### config.mk
export PLATFORM = sky130hd
export DESIGN_NAME = mshr_alloc_arb
export DESIGN_NICKNAME = d
export VERILOG_FILES = /design/src/rtl/mshr_alloc_arb_pkg.sv /design/src/rtl/mshr_alloc_arb_rr_pick.sv /design/src/rtl/mshr_alloc_arb.sv
export SDC_FILE = /design/constraint.sdc
export NUM_CORES = 1
export LEC_CHECK = 0
export ABC_CLOCK_PERIOD_IN_PS = 6540
export CAP_MARGIN = 20
export CORE_MARGIN = 2
export CORE_UTILIZATION = 37
export CTS_BUF_LIST = sky130_fd_sc_hd__clkbuf_4 sky130_fd_sc_hd__clkbuf_8 sky130_fd_sc_hd__clkbuf_16
export CTS_CLUSTER_SIZE = 8
export DETAILED_ROUTE_END_ITERATION = 8
export PLACE_DENSITY = 0.85
export SYNTH_ARGS = -nofsm -noshare
export SYNTH_HDL_FRONTEND = slang
export SYNTH_SLANG_ARGS = --single-unit
### constraint.sdc
create_clock -name clock -period 6.54 [get_ports clock]
set_input_delay 0.981 -clock clock [delete_from_list [all_inputs] [get_ports clock]]
set_output_delay 0.981 -clock clock [all_outputs]
set_load 0.01 [all_outputs]
### src/rtl/mshr_alloc_arb_pkg.sv
// Shared MSHR allocator / acquire arbiter types and parameter defaults.
package HasL1CacheParameters;

  localparam int unsigned NMshrDefault = 4;
  localparam int unsigned BlkWDefault  = 26;

  typedef enum logic [0:0] {
    ARB_IDLE = 1'b0,
    ARB_LOCK = 1'b1
  } ArbStateE;

endpackage

### src/rtl/mshr_alloc_arb_rr_pick.sv
// Wrap-around priority pick: first set bit of req at or above start, wrapping past the top.
module rr_pick #(
  parameter  int unsigned N    = 4,
  localparam int unsigned IdxW = $clog2(N)
) (
  input  logic [N-1:0]    req,
  input  logic [IdxW-1:0] start,
  output logic [N-1:0]    onehot,
  output logic [IdxW-1:0] idx
);

  logic [IdxW-1:0] cand;
  logic            found;

  // N is a power of two, so IdxW-bit addition wraps modulo N.
  always_comb begin
    onehot = '0;
    idx    = '0;
    found  = 1'b0;
    cand   = start;
    for (int unsigned i = 0; i < N; i++) begin
      cand = start + IdxW'(i);
      if (!found && req[cand]) begin
        found        = 1'b1;
        idx          = cand;
        onehot[cand] = 1'b1;
      end
    end
  end

endmodule

### src/rtl/mshr_alloc_arb.sv
// Miss allocation (primary/secondary MSHR steering) and round-robin TL-A acquire arbitration
// with lock-until-fire on the shared channel.
module mshr_alloc_arb
  import HasL1CacheParameters::*;
#(
  parameter int unsigned N_MSHR = NMshrDefault,
  parameter int unsigned BLK_W  = BlkWDefault
) (
  input  logic                      clock,
  input  logic                      reset,
  input  logic                      i_req_valid,
  input  logic [BLK_W-1:0]          i_req_blk_addr,
  output logic                      o_req_ready,
  output logic                      o_req_nack,
  output logic [N_MSHR-1:0]         o_pri_val,
  input  logic [N_MSHR-1:0]         i_pri_rdy,
  output logic [N_MSHR-1:0]         o_sec_val,
  input  logic [N_MSHR-1:0]         i_sec_rdy,
  input  logic [N_MSHR*BLK_W-1:0]   i_mshr_blk_addr,
  input  logic [N_MSHR-1:0]         i_mshr_busy,
  input  logic [N_MSHR-1:0]         i_acq_valid,
  output logic [N_MSHR-1:0]         o_acq_grant,
  output logic                      o_mem_a_valid,
  input  logic                      i_mem_a_ready,
  output logic [$clog2(N_MSHR)-1:0] o_acq_id
);

  localparam int unsigned IdxW = $clog2(N_MSHR);

  ArbStateE        state_q, state_d;
  logic [IdxW-1:0] alloc_ptr_q, alloc_ptr_d;
  logic [IdxW-1:0] rr_ptr_q, rr_ptr_d;
  logic [IdxW-1:0] locked_q, locked_d;

  logic [N_MSHR-1:0] match;
  logic [N_MSHR-1:0] match_oh;
  logic [IdxW-1:0]   match_idx;
  logic              match_any;
  logic              sec_ok;

  logic [N_MSHR-1:0] pri_oh;
  logic [IdxW-1:0]   pri_idx;
  logic [N_MSHR-1:0] acq_oh;
  logic [IdxW-1:0]   acq_idx;

  // ---------------------------------------------------------------------------------------------
  // Allocation
  // ---------------------------------------------------------------------------------------------
  always_comb begin
    match = '0;
    for (int unsigned k = 0; k < N_MSHR; k++) begin
      match[k] = i_mshr_busy[k] && (i_mshr_blk_addr[k*BLK_W +: BLK_W] == i_req_blk_addr);
    end
  end

  always_comb begin
    match_any = |match;
    match_oh  = match & (~match + N_MSHR'(1));
    match_idx = '0;
    for (int k = N_MSHR - 1; k >= 0; k--) begin
      if (match[k]) begin
        match_idx = IdxW'(k);
      end
    end
    sec_ok = i_sec_rdy[match_idx];
  end

  rr_pick #(
    .N (N_MSHR)
  ) u_alloc_pick (
    .req    (i_pri_rdy),
    .start  (alloc_ptr_q),
    .onehot (pri_oh),
    .idx    (pri_idx)
  );

  // A matching MSHR owns the block: never fall back to a primary when its RPQ is full.
  always_comb begin
    o_pri_val = '0;
    o_sec_val = '0;
    if (reset && i_req_valid) begin
      if (match_any) begin
        if (sec_ok) begin
          o_sec_val = match_oh;
        end
      end else begin
        o_pri_val = pri_oh;
      end
    end
    o_req_ready = (|o_pri_val) || (|o_sec_val);
    o_req_nack  = reset && i_req_valid && !o_req_ready;
  end

  assign alloc_ptr_d = (|o_pri_val) ? pri_idx + IdxW'(1) : alloc_ptr_q;

  // ---------------------------------------------------------------------------------------------
  // Acquire arbiter
  // ---------------------------------------------------------------------------------------------
  rr_pick #(
    .N (N_MSHR)
  ) u_acq_pick (
    .req    (i_acq_valid),
    .start  (rr_ptr_q),
    .onehot (acq_oh),
    .idx    (acq_idx)
  );

  always_ff @(posedge clock or negedge reset) begin
    if (!reset) begin
      state_q     <= ARB_IDLE;
      alloc_ptr_q <= '0;
      rr_ptr_q    <= '0;
      locked_q    <= '0;
    end else begin
      state_q     <= state_d;
      alloc_ptr_q <= alloc_ptr_d;
      rr_ptr_q    <= rr_ptr_d;
      locked_q    <= locked_d;
    end
  end

  always_comb begin
    state_d  = state_q;
    rr_ptr_d = rr_ptr_q;
    locked_d = locked_q;
    unique case (state_q)
      ARB_IDLE: begin
        if (o_mem_a_valid) begin
          if (i_mem_a_ready) begin
            rr_ptr_d = o_acq_id + IdxW'(1);
          end else begin
            state_d  = ARB_LOCK;
            locked_d = o_acq_id;
          end
        end
      end
      ARB_LOCK: begin
        // A dropped request while locked is abandoned without advancing the rotation.
        if (!i_acq_valid[locked_q]) begin
          state_d = ARB_IDLE;
        end else if (i_mem_a_ready) begin
          rr_ptr_d = locked_q + IdxW'(1);
          state_d  = ARB_IDLE;
        end
      end
      default: state_d = ARB_IDLE;
    endcase
  end

  always_comb begin
    o_acq_grant   = '0;
    o_acq_id      = '0;
    o_mem_a_valid = 1'b0;
    if (reset) begin
      unique case (state_q)
        ARB_IDLE: begin
          if (|i_acq_valid) begin
            o_acq_grant   = acq_oh;
            o_acq_id      = acq_idx;
            o_mem_a_valid = 1'b1;
          end
        end
        ARB_LOCK: begin
          if (i_acq_valid[locked_q]) begin
            o_acq_grant   = N_MSHR'(1) << locked_q;
            o_acq_id      = locked_q;
            o_mem_a_valid = 1'b1;
          end
        end
        default: ;
      endcase
    end
  end

endmodule

==> After elaboration in Yosys (flattened, before gate mapping) <==
Index checks and enable logic that the tools add are counted.
{ "word_totals": {"out_inout_bits": 17, "input_bits": 150, "ff_bits": 7, "ramBits": 0, "latch_bits": 0, "rom_bits": 0, "memories": 0, "wordCells": 173} }
{ "op_classes": {"n_reduce_logical": 34, "n_eq_ne": 8, "n_div": 0, "n_shift": 1, "add_sub_neg": 10, "bitwise_logic": 10, "multipliers": 0, "n_lt_le_gt_ge": 18, "muxes": 88} }
{ "op_table": {"columns": ["op", "count"], "rows": [
  ["26-bit equality test", 4],
  ["4-bit two-way mux", 16],
  ["2-bit two-way mux", 19],
  ["2-bit by 3-bit < comparator with 1-bit output, second input constant", 10],
  ["1-bit two-way mux", 30],
  ["4-bit bitwise OR", 6],
  ["1-bit binary-select mux with 2-bit select", 10],
  ["1-bit logical AND", 20],
  ["1-bit demux with 2-bit select", 8],
  ["2-bit by 1-bit >= comparator with 1-bit output, second input constant", 8],
  ["4-bit OR reduction", 4],
  ["2-bit by 1-bit adder with 2-bit output, second input constant", 5],
  ["2-bit adder, second input constant", 4],
  ["2-bit one-hot mux with 2 select lines", 2],
  ["4-bit one-hot mux with 2 select lines", 1],
  ["1-bit zero test", 7],
  ["2-bit != test, second input constant", 3],
  ["4-bit by 1-bit adder with 4-bit output, second input constant", 1],
  ["4-bit AND", 1],
  ["4-bit inverter", 1],
  ["1-bit one-hot mux with 2 select lines", 2],
  ["4-bit AND reduction", 1],
  ["1-bit by 2-bit << shifter with 4-bit output, first input constant", 1],
  ["3-bit AND reduction", 1],
  ["other kinds (3)", 4]
]} }

==> Logic depth before layout (Yosys ltp) <==
Gate-level depths: netlist of run 1.
{ "depth": {"depth_word": 19, "depth_mapped": 10, "depth_no_buf": 9} }

==> Modules after synthesis <==
From an unflattened synthesis of run 1, not the netlist that was laid out.
{ "unflattened": {"cells_unflattened": 321, "area_unflattened_um2": 2697.6} }
{ "modules_own_cells": {"columns": ["module", "cells_per_inst", "n_inst", "seq_area_each_um2", "area_per_inst_um2"], "rows": [
  ["mshr_alloc_arb", 225, 1, 175.2, 1854.3],
  ["rr_pick (u_acq_pick)", 48, 1, 0.0, 439.2],
  ["rr_pick (u_alloc_pick)", 48, 1, 0.0, 404.1]
]} }

==> Worst setup path after synthesis of run 1 <==
No wires, ideal clock.
{ "synth_timing": {"path_kind": "input to output", "from": "input port i_req_blk_addr[4]", "to": "output port o_req_nack", "n_path_buf": 1, "cell_stages": 7, "arrival_ns": 2.622, "required_ns": 5.559, "slack_ns": 2.937, "cell_sequence": "clkbuf_1 -> xnor2_1 -> nand4_1 -> or4_1 -> o211ai_4 -> or2_4 -> and3b_1"} }
{ "synth_between": {"elab_chain_cells": 15} }
{ "synth_lines": {"columns": ["element", "line_no", "source"], "rows": [
  ["start, declared", "mshr_alloc_arb.sv:12", "input logic [BLK_W-1:0] i_req_blk_addr,"],
  ["26-bit equality test", "mshr_alloc_arb.sv:52", "match[k] = i_mshr_busy[k] && (i_mshr_blk_addr[k*BLK_W +: BLK_W] == i_req_blk_addr);"],
  ["1-bit logical AND", "mshr_alloc_arb.sv:52", null],
  ["2-bit two-way mux (4 in a row)", "mshr_alloc_arb.sv:61", "if (match[k]) begin"],
  ["1-bit binary-select mux with 2-bit select", "mshr_alloc_arb.sv:65", "sec_ok = i_sec_rdy[match_idx];"],
  ["1-bit two-way mux (implied by the code)", "mshr_alloc_arb.sv:65", null],
  ["4-bit two-way mux", "mshr_alloc_arb.sv:83", "if (sec_ok) begin"],
  ["4-bit two-way mux", "mshr_alloc_arb.sv:82", "if (match_any) begin"],
  ["4-bit two-way mux", "mshr_alloc_arb.sv:81", "if (reset && i_req_valid) begin"],
  ["4-bit OR reduction", "mshr_alloc_arb.sv:90", "o_req_ready = (|o_pri_val) || (|o_sec_val);"],
  ["1-bit logical OR (*)", "mshr_alloc_arb.sv:90", null],
  ["1-bit zero test (*)", "mshr_alloc_arb.sv:91", "o_req_nack = reset && i_req_valid && !o_req_ready;"],
  ["1-bit logical AND (*)", "mshr_alloc_arb.sv:91", null],
  ["end, declared", "mshr_alloc_arb.sv:14", "output logic o_req_nack,"]
]} }
Mark *: on every way between the ends. The rest lies on a longest branch, timed or not. The select of a mux whose other input is x is not followed.

==> Worst setup path in the final report of run 1 <==
{ "layout_timing": {"from": "input port i_req_blk_addr[16]", "to": "output port o_req_nack"} }
Same word-level chain as after synthesis.

==> impl_metrics.yaml, run 1 <==
clock_tree:
  path_clk_slew_ps: 40
  postCtsHoldBufs: 0
  cts_buffers: 3
  cts.path.max_buffers: 2
  post_cts_resized: 0
  cts_root_buffer: "clkbuf_8"
  post_cts_buffers: 0
  ctsHtreeMaxLevel: 1
  cts_tree: "yes"
  cts_sinks: 7
  clkLatencyLatePin_ps: 230
worst_setup_path:
  r2r_slack_ps: 3490
  r2r-start: "rr_ptr_q[0]"
  worstSetupEndpointType: "primary output"
  cp_max_fo: 4
  r2r_end: "rr_ptr_q[1]"
  cp.arrival_ps: 3900
  critPathLaunchType: "primary input"
  required_ps: 5560
  crit_type: "primary input to primary output"
  reg2reg_depth: 9
  startpoint: "i_req_blk_addr[16]"
timing:
  final_max_slew_viol_count: 0
  slew_headroom_pct: 55.9
  finalCritPeriodShare_pct: 74.6
  whs_ps: 663
  final-hold-violation-count: 0
  finalClockSkew_ps: 0.703
  tightest_slew_ps: 660
  layout_min_cycle_time_ps: 4880
  fmax_ghz: 0.205
  finalSetupViolations: 0
  finalWorstSetupSlack_ps: 1660
  rsz0062_at_grt: "no"
  timing.setup.tns_ps: 0
detailed_routing:
  routedWlPerCell_um: 17.8
  antenna_left: 0
  vias: 3597
  finalWirelength_mm: 11.3
  viasPerCell: 5.66
  drt_iter0_markers: 140
  drc: 0
  first_pass_iters: 5
logic_synthesis:
  synth.largest_area_cell: "xnor2_1"
  ys_seq_area_share_pct: 5.92
  synth_top_area_share_pct: 29.0
  synth_nets: 556
  postSynthCellCount: 393
  synth_cell_types: 56
  synth_ff_type: "dfrtp_1"
  syn-cell-area_um2: 2960
  synth.avg_cell_area_um2: 7.53
  async_flop_share_pct: 100
  synthTopCellsByArea: "xnor2_1 (29%), nand4_1 (9.1%), dfrtp_1 (5.9%), ha_1 (5.5%), mux4_2 (4.6%)"
  yosysMostFrequentCell: "xnor2_1"
  ys_ff_latch: 7
  synth_warnings: 0
  yosys-top-cells-count: "xnor2_1 (98), nand4_1 (43), nor2_1 (27)"
  synth-edff-count: 0
floorplanning:
  ios: 167
  die-area_um2: 8730
  start_util_pct: 38.3
  die_w_um: 93.4
  fp-row-count: 32
  core_um2: 7730
  chipHeight_um: 93.4
power:
  power_mw: 0.889
  p_seq_share_pct: 13.0
  power.leakage_nw: 1.53
  peakVddDrop_uv: 124
  intPower_mw: 0.468
  powerDensity_nw_per_um2: 191
  p_sw_mw: 0.421
  switching_share_pct: 47.4
  power_frac_clock_pct: 7.5
  comb_power_share_pct: 79.5
layout:
  fin_util_pct: 60.2
  area_delta_synth_final_pct: 57.2
  diodes: 0
  finalInstanceArea_um2: 4650
  stdcell_count: 635
  layout-drive-gt1-share_pct: 3.56
  fin_nets: 697
placed_design:
  gp_congestion: 0.938
  dp.cells: 631
  hpwl_mm: 10.1
  place_ws_ps: 1700
  io_buffers: 166
  placed_area_um2: 4600
global_route:
  gr-total-overflow: 0
  grt_use_met2_pct: 47.1
  first_global_vias: 3541
  busiest_layer: "met2"
  grt_pass1_wl_mm: 16.9
  grt_max_degree: 18
  met3_usage_pct: 3.79
  grtUsageTotal_pct: 24.8
  antenna_found_initial: 0
  met1_usage_pct: 26.3
hold_path:
  min_from: "rr_ptr_q[1]"
  whs_endpoint: "rr_ptr_q[1]"
  hold_class: "flip-flop to flip-flop"
  hold_depth: 2
status:
  status: "completed"
job:
  cap_violations: 0
[power by group through the flow]
stage,clock [mW],sequential [mW],combinational (mW)
final,0.0670,0.116,0.706
after global routing,0.0701,0.121,0.771
after CTS,0.0673,0.115,0.701
after detailed placement,0,0.116,0.700
after global placement,0,0.112,0.680
after floorplan,0,0.0899,0.489
[critical path, cell delays in order]
cell	delay (ps)
clkdlybuf4s50_1	550
xnor2_1	380
nand4_1	140
nor4_1	490
nand3_1	160
and4_1	250
o221ai_1	230
and3b_1	200
clkdlybuf4s50_1	530
[cells by family (layout without fill, tap and decap cells)]
| group | Yosys count | after routing | share of synthesized area [%] |
|---|---|---|---|
| simple gates | 161 | 161 | 30.7 |
| xor+xnor | 105 | 105 | 31.1 |
| compound gates | 61 | 61 | 15.3 |
| buf+inv | 37 | 177 | 5.80 |
| fa+ha+maj | 13 | 13 | 5.50 |
| mux | 9 | 9 | 5.67 |
| flops | 7 | 7 | 5.92 |
[state kept, by name (all words and copies together) (netlist names)]
signal,flops
state_q,1
alloc_ptr_q,2
locked_q,2
rr_ptr_q,2
[layer usage]
layer	routed length, µm	share of wire (%)
met5	0	0
met2	5920	52
met1	3930	35
met4	473	4.2
met3	990	8.8
[final cells by class]
| type | count | area [µm²] |
|---|---|---|
| Tap cell | 102 | 128 |
| Multi-Input combinational cell | 349 | 2610 |
| Inverter | 7 | 26.3 |
| Timing Repair Buffer | 166 | 1660 |
| Sequential cell | 7 | 175 |
| Clock buffer | 4 | 48.8 |
| Fill cell | 672 | 3080 |
[layout by cell type, fill, tap and decap left out, types with 3 or more instances in the layout]
cell | netlist | routed
nor2b_1 | 6 | 6
o211ai_1 | 3 | 3
nand2_1 | 26 | 26
a31oi_1 | 3 | 3
a22oi_1 | 8 | 8
clkbuf_8 | 0 | 3
o21ai_0 | 13 | 13
nand3_1 | 9 | 9
inv_1 | 7 | 7
o21ai_1 | 6 | 6
clkdlybuf4s50_1 | 0 | 166
mux4_2 | 6 | 6
xor2_1 | 7 | 7
dfrtp_1 | 7 | 7
nand3b_1 | 3 | 3
nand4_1 | 43 | 43
and3b_1 | 4 | 4
xnor2_1 | 98 | 98
nor3b_1 | 3 | 3
nor3_1 | 6 | 6
and4_1 | 3 | 3
nand2b_1 | 3 | 3
a221oi_1 | 7 | 7
nor4_1 | 11 | 11
ha_1 | 13 | 13
and3_1 | 4 | 4
nor2_1 | 27 | 27
[worst max-delay path by stage]
stage,slack [ps],cells past startpoint,endpoint
floorplan,2940,7,o_req_nack
global placement,1750,9,o_req_nack
detailed placement,1700,9,o_req_nack
CTS,1700,9,o_req_nack
global route,1600,9,o_req_nack
finish,1660,9,o_req_nack
No activity file was read; power rests on OpenSTA's default activity.
==> run 2: changes to the inputs <==
Settings changed: ABC_CLOCK_PERIOD_IN_PS 6540 to 4050, CORE_UTILIZATION 37 to 36, PLACE_DENSITY 0.85 to 0.86.
Clock period 6.54 ns to 4.05 ns, I/O delays scaled along.
==> run 2 against run 1 <==
Wire length rose by 10%. Worst hold slack worse by 0.99 ps. Non-clock buffer count rose by 21. Register-to-register slack got worse by 2200 ps. Sequential cell count unchanged. Highest routed layer unchanged. Power grew 76%.
==> impl_metrics.yaml, run 2 (synthesis results as in run 1) <==
detailed_routing:
  viasPerCell: 5.64
  first_pass_iters: 5
  antenna_left: 0
  drt_iter0_markers: 190
  finalWirelength_mm: 12.5
  drc: 0
  routedWlPerCell_um: 19.0
  vias: 3716
layout:
  final_common_cell: "clkdlybuf4s50_1"
  fin_nets: 718
  nFillCells: 738
  finalInstanceArea_um2: 4930
  stdcell_count: 659
  area_delta_synth_final_pct: 66.8
  mostFrequentLayoutCells: "clkdlybuf4s50_1 (160), xnor2_1 (91), nand4_1 (43)"
  diodes: 0
  reg_top3: "alloc_ptr_q: 2 flops, locked_q: 2 flops, rr_ptr_q: 2 flops"
  layout-drive-gt1-share_pct: 10.1
worst_setup_path:
  reg2reg_depth: 9
  cp.arrival_ps: 3320
  cp_max_fo: 4
  crit_buf_inv: 2
  critPathLaunchType: "primary input"
  crit_slowest_cell: "clkdlybuf4s50_1"
  crit_cells: 9
  worstSetupEndpointType: "primary output"
  r2r_slack_ps: 1340
  crit_path_cell_trace: "clkdlybuf4s50_1 > xnor2_1 > nand4_1 > nor4_2 > nand3_1 > and4_1 > o221ai_1 > and3b_1 > clkdlybuf4s50_1"
  crit_type: "primary input to primary output"
  required_ps: 3440
  crit_top_cell: "clkdlybuf4s50_1"
  crit_family: "simple AND/OR/NAND/NOR gates"
  slowest_delay_ps: 560
clock_tree:
  cts_root_buffer: "clkbuf_8"
  path_clk_slew_ps: 40
  cts_tree: "yes"
  cts.path.max_buffers: 2
  ctsHtreeMaxLevel: 1
  cts_sinks: 7
  cts_buffers: 3
  clkLatencyLatePin_ps: 230
placed_design:
  gp_congestion: 0.945
  placed_area_um2: 4760
  io_buffers: 166
  hpwl_mm: 11.0
  dp.cells: 655
timing:
  final_max_slew_viol_count: 0
  finalClockSkew_ps: 4.58
  timing.setup.tns_ps: 0
  finalSetupViolations: 0
  slew_headroom_pct: 65.1
  layout_min_cycle_time_ps: 3930
  tightest_slew_ps: 521
  final-hold-violation-count: 0
  fmax_ghz: 0.255
  rsz0062_at_grt: "yes"
  finalCritPeriodShare_pct: 96.9
floorplanning:
  die_w_um: 94.6
  die-area_um2: 8960
  chipHeight_um: 94.6
  core_um2: 8090
  start_util_pct: 36.5
  fp-row-count: 33
  ios: 167
global_route:
  antenna_found_initial: 0
  grt_max_degree: 17
  first_global_vias: 3669
  grt_pass1_wl_mm: 18.7
  grtUsageTotal_pct: 27.1
  gr-total-overflow: 0
hold_path:
  hold_depth: 1
  hold_class: "flip-flop to flip-flop"
power:
  powerDensity_nw_per_um2: 318
  peakVddDrop_uv: 165
  power.leakage_nw: 1.73
job:
  cap_violations: 0
status:
  status: "completed"
[run 2: cell types whose count changed in the layout (fill, tap and decap cells not counted), sizes merged]
cell	previous run	this run
buf	0	21
clkdlybuf4s50	166	160
dlygate4sd2	0	1
dlymetal6s2s	0	5
[run 2: cell type report]
cell class / instances / area [µm²] / area share [%]
multi-input combinational: 349 / 2720 / 55.1
timing repair buffer: 187 / 1830 / 37.1
sequential: 7 / 176 / 3.58
tap: 105 / 131 / 2.66
clock buffer: 4 / 48.8 / 0.989
inverter: 7 / 26.3 / 0.533
[run 2: metrics by stage]
stage                     power, mW  hold WS (ps)  utilization [%]  setup slack [ps]
final                          1.57           662             61.0               125
after global routing           1.69           696             61.0             -19.4
after CTS                      1.48           663             59.4              19.1
after detailed placement       1.37           657             58.9              11.6
after global placement         1.32           632             58.9              77.5
after floorplan               0.934           312                -               887
[run 2: repair_timing]
item                                    in CTS  in global routing
endpoints found under the setup margin       1                  3
hold buffers                                 0                  0
pin swaps                                    0                  2
buffers inserted                             0                  0
resized for setup                            1                 22
[run 2: worst paths after layout]
check | start | to
hold reg to reg | locked_q[1] | locked_q[1]
max in group asynchronous | reset | rr_ptr_q[1]
hold / removal | locked_q[1] | locked_q[1]
min in group asynchronous | reset | state_q
setup / recovery | i_req_blk_addr[18] | o_req_nack
setup reg to reg | rr_ptr_q[1] | rr_ptr_q[1]
[run 2: where the power goes]
group / switching [mW] / internal [mW] / total [mW]
Clock: 0.0297 / 0.0747 / 0.104
Sequential: 0.0375 / 0.0996 / 0.137
Combinational: 0.670 / 0.655 / 1.32
[run 2: worst reg2reg max path, cell delays in order, from the launching register on]
cell and delay, ps:
dfrtp_2 450, inv_1 120, ha_1 410, mux4_2 610, nor2b_2 240, nor3_1 80, a31o_1 230, o21ai_1 200
xor2_1 160, o21ai_1 80
[run 2: per-layer routing]
| layer | up-vias | routed length [µm] | share of wire, % | GRT usage [%] |
|---|---|---|---|---|
| met5 | - | 0 | 0 | 0 |
| met4 | 0 | 413 | 3.3 | 7.73 |
| met3 | 32 | 988 | 7.9 | 4.95 |
| met2 | 217 | 6490 | 52 | 50.9 |
| met1 | 1704 | 4600 | 37 | 31.1 |
| li1 | 1763 | - | - | - |
==> run 3: changes to the inputs <==
--- a/config.mk
+++ b/config.mk
@@ -9,2 +9,3 @@
 export CAP_MARGIN = 20
+export CORE_ASPECT_RATIO = 1.4
 export CORE_MARGIN = 2
--- a/constraint.sdc
+++ b/constraint.sdc
@@ -3,2 +3,2 @@
 set_output_delay 0.6075 -clock clock [all_outputs]
-set_load 0.01 [all_outputs]
+set_load 0.005 [all_outputs]
==> run 3 against run 2 <==
Clock power is 65% higher. Utilization up 0.64 points. Setup slack gained 4.2 ps. First-iteration DRC count shrank 0.53%. Power rose by 1.4%. Cell area up 0.53%. Register-to-register slack gained 30 ps. Worst hold slack got worse by 21 ps. Sequential cell count unchanged. Count of clock-buffer cells in the layout unchanged. Via count fell by 0.38%. Wire length decreased by 0.24%. Largest cell class unchanged.
==> impl_metrics.yaml, run 3 (synthesis results as in run 1) <==
power:
  power.leakage_nw: 1.78
  comb_power_share_pct: 80.5
  peakVddDrop_uv: 248
  powerDensity_nw_per_um2: 320
  p_sw_mw: 0.716
  power_frac_clock_pct: 10.8
  switching_share_pct: 45.1
  intPower_mw: 0.873
  p_seq_share_pct: 8.7
worst_setup_path:
  cp.arrival_ps: 3310
  cp_max_fo: 4
  crit_type: "primary input to primary output"
  reg2reg_depth: 9
  r2r_slack_ps: 1370
  r2r-start: "rr_ptr_q[1]"
  crit_top_cell: "clkdlybuf4s50_1"
  r2r_end: "rr_ptr_q[1]"
  slowest_delay_ps: 670
  worstSetupEndpointType: "primary output"
  critPathLaunchType: "primary input"
  crit_slowest_cell: "clkdlybuf4s50_1"
  required_ps: 3440
  crit_path_cell_trace: "clkdlybuf4s50_1 > xnor2_2 > nand4_1 > nor4_2 > buf_4 > nand3_1 > and4_1 > o221ai_1 > and3b_1 > clkdlybuf4s50_1"
hold_path:
  whs_endpoint: "rr_ptr_q[1]"
  hold_depth: 2
  hold_class: "flip-flop to flip-flop"
  min_from: "rr_ptr_q[1]"
timing:
  finalClockSkew_ps: 0.666
  timing.setup.tns_ps: 0
  rsz0062_at_grt: "yes"
  finalSetupViolations: 0
  final_max_slew_viol_count: 0
  fmax_ghz: 0.255
  tightest_slew_ps: 448
  final-hold-violation-count: 0
  layout_min_cycle_time_ps: 3920
  finalCritPeriodShare_pct: 96.8
  whs_ps: 641
  slew_headroom_pct: 70.0
detailed_routing:
  drt_iter0_markers: 189
  finalWirelength_mm: 12.5
  antenna_left: 0
  routedWlPerCell_um: 19.2
  drc: 0
  vias: 3702
  viasPerCell: 5.69
  first_pass_iters: 5
layout:
  reg_top3: "alloc_ptr_q: 2 flops, locked_q: 2 flops, rr_ptr_q: 2 flops"
  final_common_cell: "clkdlybuf4s50_1"
  finalInstanceArea_um2: 4960
  fin_util_pct: 61.6
  mostFrequentLayoutCells: "clkdlybuf4s50_1 (156), xnor2_1 (85), nand4_1 (43)"
  layout-drive-gt1-share_pct: 10.2
  area_delta_synth_final_pct: 67.7
  diodes: 0
  fin_nets: 713
  stdcell_count: 651
placed_design:
  dp.cells: 647
  gp_congestion: 0.979
  hpwl_mm: 11.1
  io_buffers: 166
  placed_area_um2: 4720
global_route:
  grt_pass1_wl_mm: 19.3
  antenna_found_initial: 0
  grtUsageTotal_pct: 27.8
  grt_max_degree: 17
  first_global_vias: 3863
  gr-total-overflow: 0
clock_tree:
  ctsHtreeMaxLevel: 1
  path_clk_slew_ps: 30
  postCtsHoldBufs: 0
  cts_sinks: 7
  cts_buffers: 3
  clkLatencyLatePin_ps: 230
  cts_root_buffer: "clkbuf_16"
  post_cts_buffers: 0
  cts_tree: "yes"
  cts.path.max_buffers: 2
floorplanning:
  fp-row-count: 39
  core_um2: 8050
  start_util_pct: 36.7
  ios: 167
  die_w_um: 80.6
  die-area_um2: 8970
  chipHeight_um: 111
status:
  status: "completed"
job:
  cap_violations: 0
run 3: through the flow:
stage,power (mW),setup WS (ps)
floorplan,0.921,924
global placement,1.31,-40.3
detailed placement,1.35,-67.1
CTS,1.54,13.6
global route,1.71,-27.1
finish,1.59,129
run 3: what timing repair did:
action	in CTS	in global routing
setup endpoints to repair	2	5
gates resized for setup	2	29
cloned	0	0
hold endpoints to repair	0	0
pin swaps	0	0
run 3: area by class of cell:
class	count	area [µm²]
clock buffers	4	82.6
inverters	7	26.3
multi-input cells	349	2740
repair buffers	182	1800
flip-flops and latches	7	176
well taps	102	128
fillers	712	3090
run 3: worst max path at each step:
stage	from	endpoint	slack (ps)
detailed placement	i_req_blk_addr[0]	o_req_nack	-70
CTS	i_pri_rdy[0]	o_req_nack	10
finish	i_req_blk_addr[16]	o_req_nack	130
floorplan	alloc_ptr_q[0]	o_req_nack	920
global route	alloc_ptr_q[0]	o_req_nack	-30
global placement	i_req_blk_addr[0]	o_req_nack	-40
run 3: power by group through the flow:
stage               Sequential [mW]  Combinational, mW  Clock (mW)
floorplan                     0.145              0.775           0
global placement              0.134               1.18           0
detailed placement            0.137               1.22           0
CTS                           0.136               1.23       0.173
global route                  0.143               1.39       0.180
finish                        0.139               1.28       0.172
run 3: layer usage:
metal	share of wire, %	up-vias	global-route usage [%]	wire length (µm)
met1	35	1706	30.4	4340
met3	6.6	31	2.85	818
met4	4.0	0	9.49	502
met2	55	203	53.3	6810
li1	-	1762	-	-
met5	0	-	0	0
run 3: critical path: cells and delay by family:
kind / cells / cell delay (ps)
buffers and inverters: 3 / 1340
AND/OR/NAND/NOR: 5 / 1030
AO/OA/AOI/OAI: 1 / 170
XOR/XNOR: 1 / 170
